## src/rtl/vga_cap_pkg.sv

```systemverilog
// Shared definitions for the VGA pixel capture front end.
//  - state_t     : capture FSM state encoding (exported on the top's fsm_state port)
//  - pixel_width : packed pixel width for a given bytes-per-pixel count
//  - entry_width : FIFO entry width; entry layout is {sof, eol, pixel}
package vga_cap_pkg;

  typedef enum logic [1:0] {
    S_IDLE   = 2'd0,
    S_VBLANK = 2'd1,
    S_ACTIVE = 2'd2
  } state_t;

  function automatic int pixel_width(input int bytes_per_pixel);
    return 8 * bytes_per_pixel;
  endfunction

  // sof sits in the MSB, eol just below it, pixel in the low PIXEL_W bits.
  function automatic int entry_width(input int bytes_per_pixel);
    return 8 * bytes_per_pixel + 2;
  endfunction

endpackage

```

## src/rtl/pixel_fifo.sv

```systemverilog
// Synchronous FIFO with a fall-through head and count-based full/empty.
// Ports:
//  p_clk, RST        clock, asynchronous active-low reset
//  wr_en, wr_data    write request; taken when not full, or when full and a read
//                    happens in the same cycle
//  rd_en             pop the head; ignored while empty
//  rd_data           current head entry (only meaningful while !empty)
//  empty, full       occupancy flags
module pixel_fifo #(
  parameter int WIDTH = 18,
  parameter int DEPTH = 4
) (
  input  logic             p_clk,
  input  logic             RST,
  input  logic             wr_en,
  input  logic [WIDTH-1:0] wr_data,
  input  logic             rd_en,
  output logic [WIDTH-1:0] rd_data,
  output logic             empty,
  output logic             full
);

  localparam int AW = $clog2(DEPTH);
  localparam int CW = $clog2(DEPTH + 1);

  logic [WIDTH-1:0] mem [DEPTH];
  logic [AW-1:0]    wr_ptr;
  logic [AW-1:0]    rd_ptr;
  logic [CW-1:0]    count;
  logic             do_wr;
  logic             do_rd;

  assign empty   = (count == '0);
  assign full    = (count == CW'(DEPTH));
  assign do_rd   = rd_en && !empty;
  // When full, wr_ptr equals rd_ptr: the head is read combinationally this
  // cycle and overwritten at the edge, so push+pop on a full FIFO is safe.
  assign do_wr   = wr_en && (!full || do_rd);
  assign rd_data = mem[rd_ptr];

  always_ff @(posedge p_clk or negedge RST) begin
    if (!RST) begin
      wr_ptr <= '0;
      rd_ptr <= '0;
      count  <= '0;
    end else begin
      if (do_wr) wr_ptr <= wr_ptr + AW'(1);
      if (do_rd) rd_ptr <= rd_ptr + AW'(1);
      count <= count + CW'(do_wr) - CW'(do_rd);
    end
  end

  always_ff @(posedge p_clk) begin
    if (do_wr) mem[wr_ptr] <= wr_data;
  end

endmodule

```

## src/rtl/vga_pixel_capture.sv

```systemverilog
// Camera-side VGA capture front end.
// Samples the 8-bit sensor bus, packs BYTES_PER_PIXEL bytes MSB-first into a
// pixel, tags it with start-of-frame / end-of-line, and queues it in a FIFO.
// Ports:
//  p_clk, RST     pixel clock, asynchronous active-low reset
//  v_sync         high = vertical blanking
//  h_sync         high = active line byte on i_data
//  i_data         sensor byte
//  o_data         packed pixel at FIFO head (0 while o_valid is low)
//  o_sof, o_eol   head tags: pixel (0,0) / last pixel of its line
//  o_valid        FIFO head valid
//  i_ready        consumer ready
//  o_overflow     sticky: a pixel was dropped on a full FIFO; cleared at frame start
//  o_line_err     1-cycle pulse: partial pixel at line end, or over-long line
//  o_frame_err    1-cycle pulse: frame ended with line count != V_ACTIVE
//  fsm_state      current capture FSM state (state_t encoding)
// Handshake: a head entry transfers on every rising edge where o_valid and
// i_ready are both high; o_data/o_sof/o_eol are stable until that transfer,
// and i_ready may be high while o_valid is low without effect.
module vga_pixel_capture
  import vga_cap_pkg::*;
#(
  parameter int BYTES_PER_PIXEL = 2,
  parameter int H_ACTIVE        = 640,
  parameter int V_ACTIVE        = 480,
  parameter int FIFO_DEPTH      = 4,
  localparam int PIXEL_W        = pixel_width(BYTES_PER_PIXEL)
) (
  input  logic               p_clk,
  input  logic               RST,
  input  logic               v_sync,
  input  logic               h_sync,
  input  logic [7:0]         i_data,
  output logic [PIXEL_W-1:0] o_data,
  output logic               o_sof,
  output logic               o_eol,
  output logic               o_valid,
  input  logic               i_ready,
  output logic               o_overflow,
  output logic               o_line_err,
  output logic               o_frame_err,
  output logic [1:0]         fsm_state
);

  localparam int BC_W = $clog2(BYTES_PER_PIXEL + 1);
  localparam int X_W  = $clog2(H_ACTIVE + 1);
  localparam int Y_W  = $clog2(V_ACTIVE + 1);
  localparam int E_W  = entry_width(BYTES_PER_PIXEL);
  localparam logic [X_W-1:0] X_MAX = '1;
  localparam logic [Y_W-1:0] Y_MAX = '1;

  // ---------------- FSM ----------------
  state_t state, state_n;
  logic   frame_start;
  logic   frame_end;

  always_ff @(posedge p_clk or negedge RST) begin
    if (!RST) state <= S_IDLE;
    else      state <= state_n;
  end

  // S_VBLANK is only entered with v_sync high, so v_sync low there is the
  // falling edge that opens a frame.
  always_comb begin
    state_n     = state;
    frame_start = 1'b0;
    frame_end   = 1'b0;
    case (state)
      S_IDLE:   if (v_sync) state_n = S_VBLANK;
      S_VBLANK: if (!v_sync) begin
        state_n     = S_ACTIVE;
        frame_start = 1'b1;
      end
      S_ACTIVE: if (v_sync) begin
        state_n   = S_VBLANK;
        frame_end = 1'b1;
      end
      default:  state_n = S_IDLE;
    endcase
  end

  assign fsm_state = state;

  // ---------------- Datapath ----------------
  logic [PIXEL_W-1:0] pix_buf;
  logic [PIXEL_W-1:0] pix_word;
  logic [BC_W-1:0]    byte_cnt;
  logic [X_W-1:0]     x;
  logic [Y_W-1:0]     y;
  logic               hs_q;
  logic               sof_pending;
  logic               long_seen;
  logic               accept;
  logic               hs_fall;
  logic               pix_done;
  logic               in_range;
  logic               push;
  logic               fifo_full;
  logic               fifo_empty;
  logic [E_W-1:0]     entry;
  logic [E_W-1:0]     head;

  assign accept   = (state == S_ACTIVE) && h_sync;
  assign hs_fall  = (state == S_ACTIVE) && hs_q && !h_sync;
  assign pix_done = accept && (byte_cnt == BC_W'(BYTES_PER_PIXEL - 1));
  assign in_range = (x < X_W'(H_ACTIVE));
  assign push     = pix_done && in_range;

  // Drop the incoming byte into its lane; on the last byte this is the
  // complete pixel that gets written to the FIFO.
  always_comb begin
    pix_word = pix_buf;
    for (int b = 0; b < BYTES_PER_PIXEL; b++) begin
      if (byte_cnt == BC_W'(b)) pix_word[PIXEL_W-1-8*b -: 8] = i_data;
    end
  end

  assign entry = {sof_pending, (x == X_W'(H_ACTIVE - 1)), pix_word};

  always_ff @(posedge p_clk or negedge RST) begin
    if (!RST) begin
      pix_buf     <= '0;
      byte_cnt    <= '0;
      x           <= '0;
      y           <= '0;
      hs_q        <= 1'b0;
      sof_pending <= 1'b0;
      long_seen   <= 1'b0;
      o_overflow  <= 1'b0;
      o_line_err  <= 1'b0;
      o_frame_err <= 1'b0;
    end else begin
      hs_q        <= h_sync;
      o_line_err  <= 1'b0;
      o_frame_err <= frame_end && (y != Y_W'(V_ACTIVE));
      if (frame_start) begin
        x           <= '0;
        y           <= '0;
        byte_cnt    <= '0;
        sof_pending <= 1'b1;
        long_seen   <= 1'b0;
        o_overflow  <= 1'b0;
      end else if (hs_fall) begin
        if (y != Y_MAX) y <= y + Y_W'(1);
        x          <= '0;
        byte_cnt   <= '0;
        long_seen  <= 1'b0;
        o_line_err <= (byte_cnt != '0);
      end else if (accept) begin
        pix_buf <= pix_word;
        if (pix_done) begin
          byte_cnt <= '0;
          if (x != X_MAX) x <= x + X_W'(1);
          // Only the first out-of-range pixel of a line raises the error.
          if (!in_range && !long_seen) begin
            o_line_err <= 1'b1;
            long_seen  <= 1'b1;
          end
          if (push) begin
            // A pop on a full FIFO frees the slot this edge, so only full
            // without ready loses the pixel.
            if (fifo_full && !i_ready) o_overflow  <= 1'b1;
            else                       sof_pending <= 1'b0;
          end
        end else begin
          byte_cnt <= byte_cnt + BC_W'(1);
        end
      end
    end
  end

  pixel_fifo #(
    .WIDTH (E_W),
    .DEPTH (FIFO_DEPTH)
  ) u_fifo (
    .p_clk   (p_clk),
    .RST     (RST),
    .wr_en   (push),
    .wr_data (entry),
    .rd_en   (i_ready),
    .rd_data (head),
    .empty   (fifo_empty),
    .full    (fifo_full)
  );

  assign o_valid = !fifo_empty;
  assign o_data  = o_valid ? head[PIXEL_W-1:0] : '0;
  assign o_eol   = o_valid && head[PIXEL_W];
  assign o_sof   = o_valid && head[PIXEL_W+1];

endmodule

```

## config.mk

```make
export PLATFORM = sky130hd
export DESIGN_NAME = vga_pixel_capture
export DESIGN_NICKNAME = d
export VERILOG_FILES = /design/src/rtl/vga_cap_pkg.sv /design/src/rtl/pixel_fifo.sv /design/src/rtl/vga_pixel_capture.sv
export SDC_FILE = /design/constraint.sdc
export NUM_CORES = 1
export LEC_CHECK = 0
export ABC_AREA = 1
export BUFFER_PORTS_ARGS = -buffer_cell sky130_fd_sc_hd__buf_4
export CAP_MARGIN = 20
export CELL_PAD_IN_SITES_DETAIL_PLACEMENT = 1
export CELL_PAD_IN_SITES_GLOBAL_PLACEMENT = 1
export CORE_ASPECT_RATIO = 0.6
export CORE_MARGIN = 2
export CORE_UTILIZATION = 35
export CTS_BUF_LIST = sky130_fd_sc_hd__clkbuf_4
export DETAILED_ROUTE_END_ITERATION = 7
export PLACE_DENSITY_LB_ADDON = 0.25
export SLEW_MARGIN = 25
export SYNTH_ARGS = -nofsm -noshare
export SYNTH_HDL_FRONTEND = slang
export SYNTH_SLANG_ARGS = --single-unit
```

## constraint.sdc

```tcl
create_clock -name p_clk -period 4.3 [get_ports p_clk]
set_input_delay 0.215 -clock p_clk [delete_from_list [all_inputs] [get_ports p_clk]]
set_output_delay 0.215 -clock p_clk [all_outputs]
set_load 0.1 [all_outputs]
```

Word level (Yosys, flattened, before mapping)
Memories as Yosys holds them, arrays and structs flattened. Cells that the tools add are included.

Reductions and logical operators: 41. Add/subtract/negate cells: 7. Bitwise logic cells: 2. Order comparisons: 1. Equal/unequal tests: 12. Muxes and demuxes: 46.

Operators with widths (number): 10-bit two-way mux (5); 1-bit two-way mux (28); 9-bit two-way mux (3); 9-bit != test (second input constant) (2); 16-bit two-way mux (1); 8-bit two-way mux (2); 2-bit nonzero test (7); 1-bit logical AND (12); 2-bit two-way mux (6); 3-bit nonzero test (4); 10-bit by 1-bit adder with 10-bit output (second input constant) (1); 10-bit == test (second input constant) (1); 10-bit less-than comparator (second input constant) (1); 10-bit != test (second input constant) (1); 5-bit AND reduction (2); 9-bit by 1-bit adder with 9-bit output (second input constant) (1); 3-bit AND reduction (3); 2-bit by 1-bit adder with 2-bit output (second input constant) (3); 1-bit zero test (6); 2-bit != test (second input constant) (3); 2-bit by 1-bit == test with 1-bit output (second input constant) (2); 2-bit zero test (2); 2-bit case mux with 2 select lines (1); 2-bit AND reduction (2); 9 further kinds (10).

Register bits after elaboration: 52. Memories kept: 1. Bits in writable memories: 72.

Memory list: u_fifo.mem (words 4, width 18, read ports 1, clocked after memory_dff 0, write ports 1, RTL line pixel_fifo.sv:26) `logic [WIDTH-1:0] mem [DEPTH];`.

Longest topological paths before layout
Depth in word-level cells: 9. Mapped depth: 12.

Cells and area by module
A second synthesis with hierarchy kept.

Cell total of the unflattened synthesis: 620. Area, all modules: 5796.8 µm².

Modules (own cells, without submodules): pixel_fifo (sequential area each 2337.2 µm², cells an instance 245, area each 3136.8 µm², times used 1); vga_pixel_capture (sequential area each 1126.1 µm², cells an instance 375, area each 2660.1 µm², times used 1).

Worst setup path before layout
Ideal clock, no wire load.

Path type: register to register. Start point: register state[1], in the netlist fsm_state[1]. End point: memory u_fifo.mem[0][0], enable pin. Stages on the path, launching flop included: 7. Slack: 1.404 ns. Period minus slack after synthesis: 2.896 ns. Setup time: 0.393 ns. Buffers on the path: 0. Data arrival time: 2.503 ns. Cells stage by stage: dfrtp_1 nand2_2 nor2_4 nand2_4 nor2_1 nand2_2 nor2_1.

Longest elaborated chain between the ends: 7.

Ends and longest elaborated chain: start, declared (RTL line vga_pixel_capture.sv:53) `state_t state, state_n;`; start signal, assigned (RTL line vga_pixel_capture.sv:59) `else state <= state_n;`; 2-bit == test (RTL line vga_pixel_capture.sv:103) `assign accept = (state == S_ACTIVE) && h_sync;`; 1-bit logical AND (RTL line vga_pixel_capture.sv:103); 1-bit logical AND (RTL line vga_pixel_capture.sv:105) `assign pix_done = accept && (byte_cnt == BC_W'(BYTES_PER_PIXEL - 1));`; 1-bit logical AND (RTL line vga_pixel_capture.sv:107) `assign push = pix_done && in_range;`; 1-bit logical AND (RTL line pixel_fifo.sv:38) `assign do_wr = wr_en && (!full || do_rd);`; 1-bit two-way mux (RTL line pixel_fifo.sv:54) `if (do_wr) mem[wr_ptr] <= wr_data;`; 1-bit two-way mux (not written as such) (RTL line pixel_fifo.sv:54); end, declared (RTL line pixel_fifo.sv:26).

No other way between the ends.

Worst setup path in the final report
Start point: register u_fifo.rd_ptr[0]. End point: output port o_data[0].

Longest elaborated chain between the ends: 2.

Ends and longest elaborated chain: start, declared (RTL line pixel_fifo.sv:28) `logic [AW-1:0] rd_ptr;`; start signal, assigned (RTL line pixel_fifo.sv:48) `if (do_rd) rd_ptr <= rd_ptr + AW'(1);`; memory 4 x 18 bit; 16-bit two-way mux (RTL line vga_pixel_capture.sv:187) `assign o_data = o_valid ? head[PIXEL_W-1:0] : '0;`; end, declared (RTL line vga_pixel_capture.sv:34) `output logic [PIXEL_W-1:0] o_data,`.

No other way between the ends.

==> out/metrics.cfg <==
[run_status]
status = completed

[global_route]
globalRouteTotalUtil_pct = 17.6
grt_pass1_wl_mm = 22.8
grt_start_max_net_pins = 53
grt_pass1_vias = 4301
antenna_found_initial = 1
grt-ovfl-total = 0

[cts]
clk_latency_ns = 0.54
clockRootBuffer = clkbuf_4
cts_setup_buffers = 0
cts_tree = yes
cts.clk_slew.worst_paths_ns = 0.11
h-tree-depth = 4
clock-sinks = 124
clock_path_buffers = 2
numCtsBuffers = 17

[timing]
finalCriticalPeriod_ns = 3.47
drv_slew = 0
skew_ns = 0.0326
max_freq_ghz = 0.289
hold_viol_final = 0
slew-limit-headroom_pct = 35.8
rsz0062_at_grt = false
final-setup-viol-count = 0
hold_slack_ns = 0.0458
fin_crit_sh_pct = 80.6
fin_tns_setup_ns = 0
tightestPinTransition_ns = 0.957

[final_layout]
seq_area_um2 = 3460
syn_to_final_growth_pct = 16.2
final_util_pct = 41.8
diodes = 0
fin_nets = 652
drive_gt1_share_pct = 14.2
multi_input_area_um2 = 1780
fill_cells = 1774
fin_cells = 844

[power_and_ir_drop]
power_frac_seq_pct = 33.6
leakagePower_nw = 2.74
switchingPower_mw = 2.27
clkPwrFrac_pct = 19.2
ir_drop_uv = 610
swShare_pct = 50.0
internal_power_mw = 2.28
p_per_area_nw_per_um2 = 704
p_comb_share_pct = 47.2

[synthesis]
synth_top_area_share_pct = 38.9
synth_cell_type_count = 31
yosys_warnings = 0
netlist_area_um2 = 5560
ys.flop_type = edfxtp_1
async_flop_share_pct = 41.9
ys_ff_latch = 124
synth_area_per_cell_um2 = 9.70
yosys-top-cells-area = edfxtp_1 39%, dfrtp_1 23%, nand2_1 7.7%
syn_nets = 597
synthCells = 573
synth_edf_count = 72
yosysTopAreaCell = edfxtp_1
ys_seq_area_share_pct = 62.3
synth.top_cells.by_count = 114 x nand2_1, 99 x nor2_1, 73 x o21ai_0
synth_most_common_cell = nand2_1

[floorplanning]
rows = 35
die_area_um2 = 16900
io_pins = 37
start_util_pct = 36.0
fp.dieW_um = 167
die_h_um = 102
core_area_um2 = 15500

[worst_setup_path]
critPathArrivalTime_ns = 3.25
r2r_slack_ns = 1.50
cp_common_cell = buf_4
critPathKind = reg -> out
start_kind = flip-flop
crit_required_ns = 4.09
reg2reg_from = u_fifo.count[2]$_DFF_PN0_
max_stage_delay_ns = 0.86
rr_endpoint = u_fifo.count[2]$_DFF_PN0_
path_max_fanout = 38
reg2reg_depth = 9
critPathSlowestCell = clkinv_1
endpoint_kind = output pin
crit_chain = buf_4 > clkinv_1 > o21ai_0 > a21oi_1 > buf_4

[hold_path]
hp-start = i_ready
min_to = o_overflow$_DFFE_PN0P_
min_delay_path_depth = 4
hold_class = in -> reg

[place]
hpwlAfterDp_mm = 9.55
post-place-cells = 801
gp_congestion = 0.864
numPortBuffers = 36

[detailed_routing]
wl_per_cell_um = 16.4
vias = 4047
dr.pass1.iters = 4
ant_nets = 0
wirelength_mm = 13.8
detail_route.iter0.violations = 253
drc = 0
detail_route.vias_per_cell = 4.80

[flow_run]
cap_violations = 0

## placed cells by master, fill, tap and decap left out, drive strengths merged
master         n
nor4           2
o21ai         75
clkbuf        18
buf           41
clkinvlp       3
xnor2          1
dlygate4sd3   11
ha            10
dfrtp         52
nand2        117
a21oi         27
bufinv         3
nor3           5
fa             1
inv           64
clkinv         9
edfxtp        72
nand3         14
nor2         105
xor2           6
nand4          5
## cells by family (layout without fill, tap and decap cells)
family | after synthesis | count (layout) | share of synthesized area [%]
fa+ha+maj | 11 | 11 | 2.61
flops | 124 | 124 | 62.3
buf+inv | 81 | 149 | 5.81
simple gates | 248 | 248 | 18.8
xor+xnor | 7 | 7 | 1.10
compound gates | 102 | 102 | 9.38
## per-stage QoR
stage | power (mW) | setup slack [ns] | instance area [um2]
4_1_cts | 4.59 | 0.745 | 6460
6_report | 4.55 | 0.834 | 6460
3_3_place_gp | 3.64 | 1.40 | 6040
2_1_floorplan | 3.20 | 1.40 | 5560
3_5_place_dp | 3.70 | 1.37 | 6040
5_1_grt | 4.80 | 0.495 | 6460
## critical path: cells and delay by family (launching register included)
kind / cells / cell delay, ns
AOI/OAI and AO/OA: 2 / 0.84
DFF: 1 / 0.36
buffers and inverters: 3 / 1.51
## layer usage
layer	routed length (um)	GRT usage, %	vias to the layer above
met4	62	6.03	0
met1	7180	25.2	1983
met3	759	4.03	6
met5	0	0	-
li1	-	-	1986
met2	5810	26.8	72
## sequential cells by signal, summed over array words and instances (netlist names)
signal,flops
byte_cnt,2
u_fifo.rd_ptr,2
o_line_err,1
o_overflow,1
u_fifo.mem,72
pix_buf,16
sof_pending,1
x,10
hs_q,1
u_fifo.count,3
long_seen,1
y,9
fsm_state,2
o_frame_err,1
u_fifo.wr_ptr,2
## layout make-up
cell class / count / area share (%)
Tap cell: 203 / 3.93
Clock buffer: 18 / 2.09
Inverter: 65 / 3.78
Clock inverter: 14 / 2.65
Multi-Input combinational cell: 368 / 27.5
Sequential cell: 124 / 53.6
Timing Repair Buffer: 52 / 6.47
## repair_timing
item	4_1_cts	5_1_grt
endpoints found under the hold margin	65	0
resized for setup	0	0
hold buffers	11	0
## power by group through the flow
stage,combinational [mW],clock (mW),sequential (mW)
2_1_floorplan,1.67,0,1.52
5_1_grt,2.31,0.948,1.54
3_5_place_dp,2.15,0,1.55
4_1_cts,2.16,0.897,1.53
3_3_place_gp,2.10,0,1.54
6_report,2.15,0.874,1.53
## worst max-delay path by stage
stage | startpoint | end | slack [ns]
floorplan | fsm_state[1]$_DFFE_PN0P_ | u_fifo.mem[0][0]$_DFFE_PP_ | 1.40
global placement | u_fifo.rd_ptr[0]$_DFFE_PN0P_ | o_data[0] | 1.40
detailed placement | u_fifo.rd_ptr[0]$_DFFE_PN0P_ | o_data[0] | 1.37
CTS | u_fifo.rd_ptr[0]$_DFFE_PN0P_ | o_data[0] | 0.75
global route | u_fifo.rd_ptr[0]$_DFFE_PN0P_ | o_data[0] | 0.50
finish | u_fifo.rd_ptr[0]$_DFFE_PN0P_ | o_data[0] | 0.83
No activity file was read; power rests on OpenSTA's default activity.
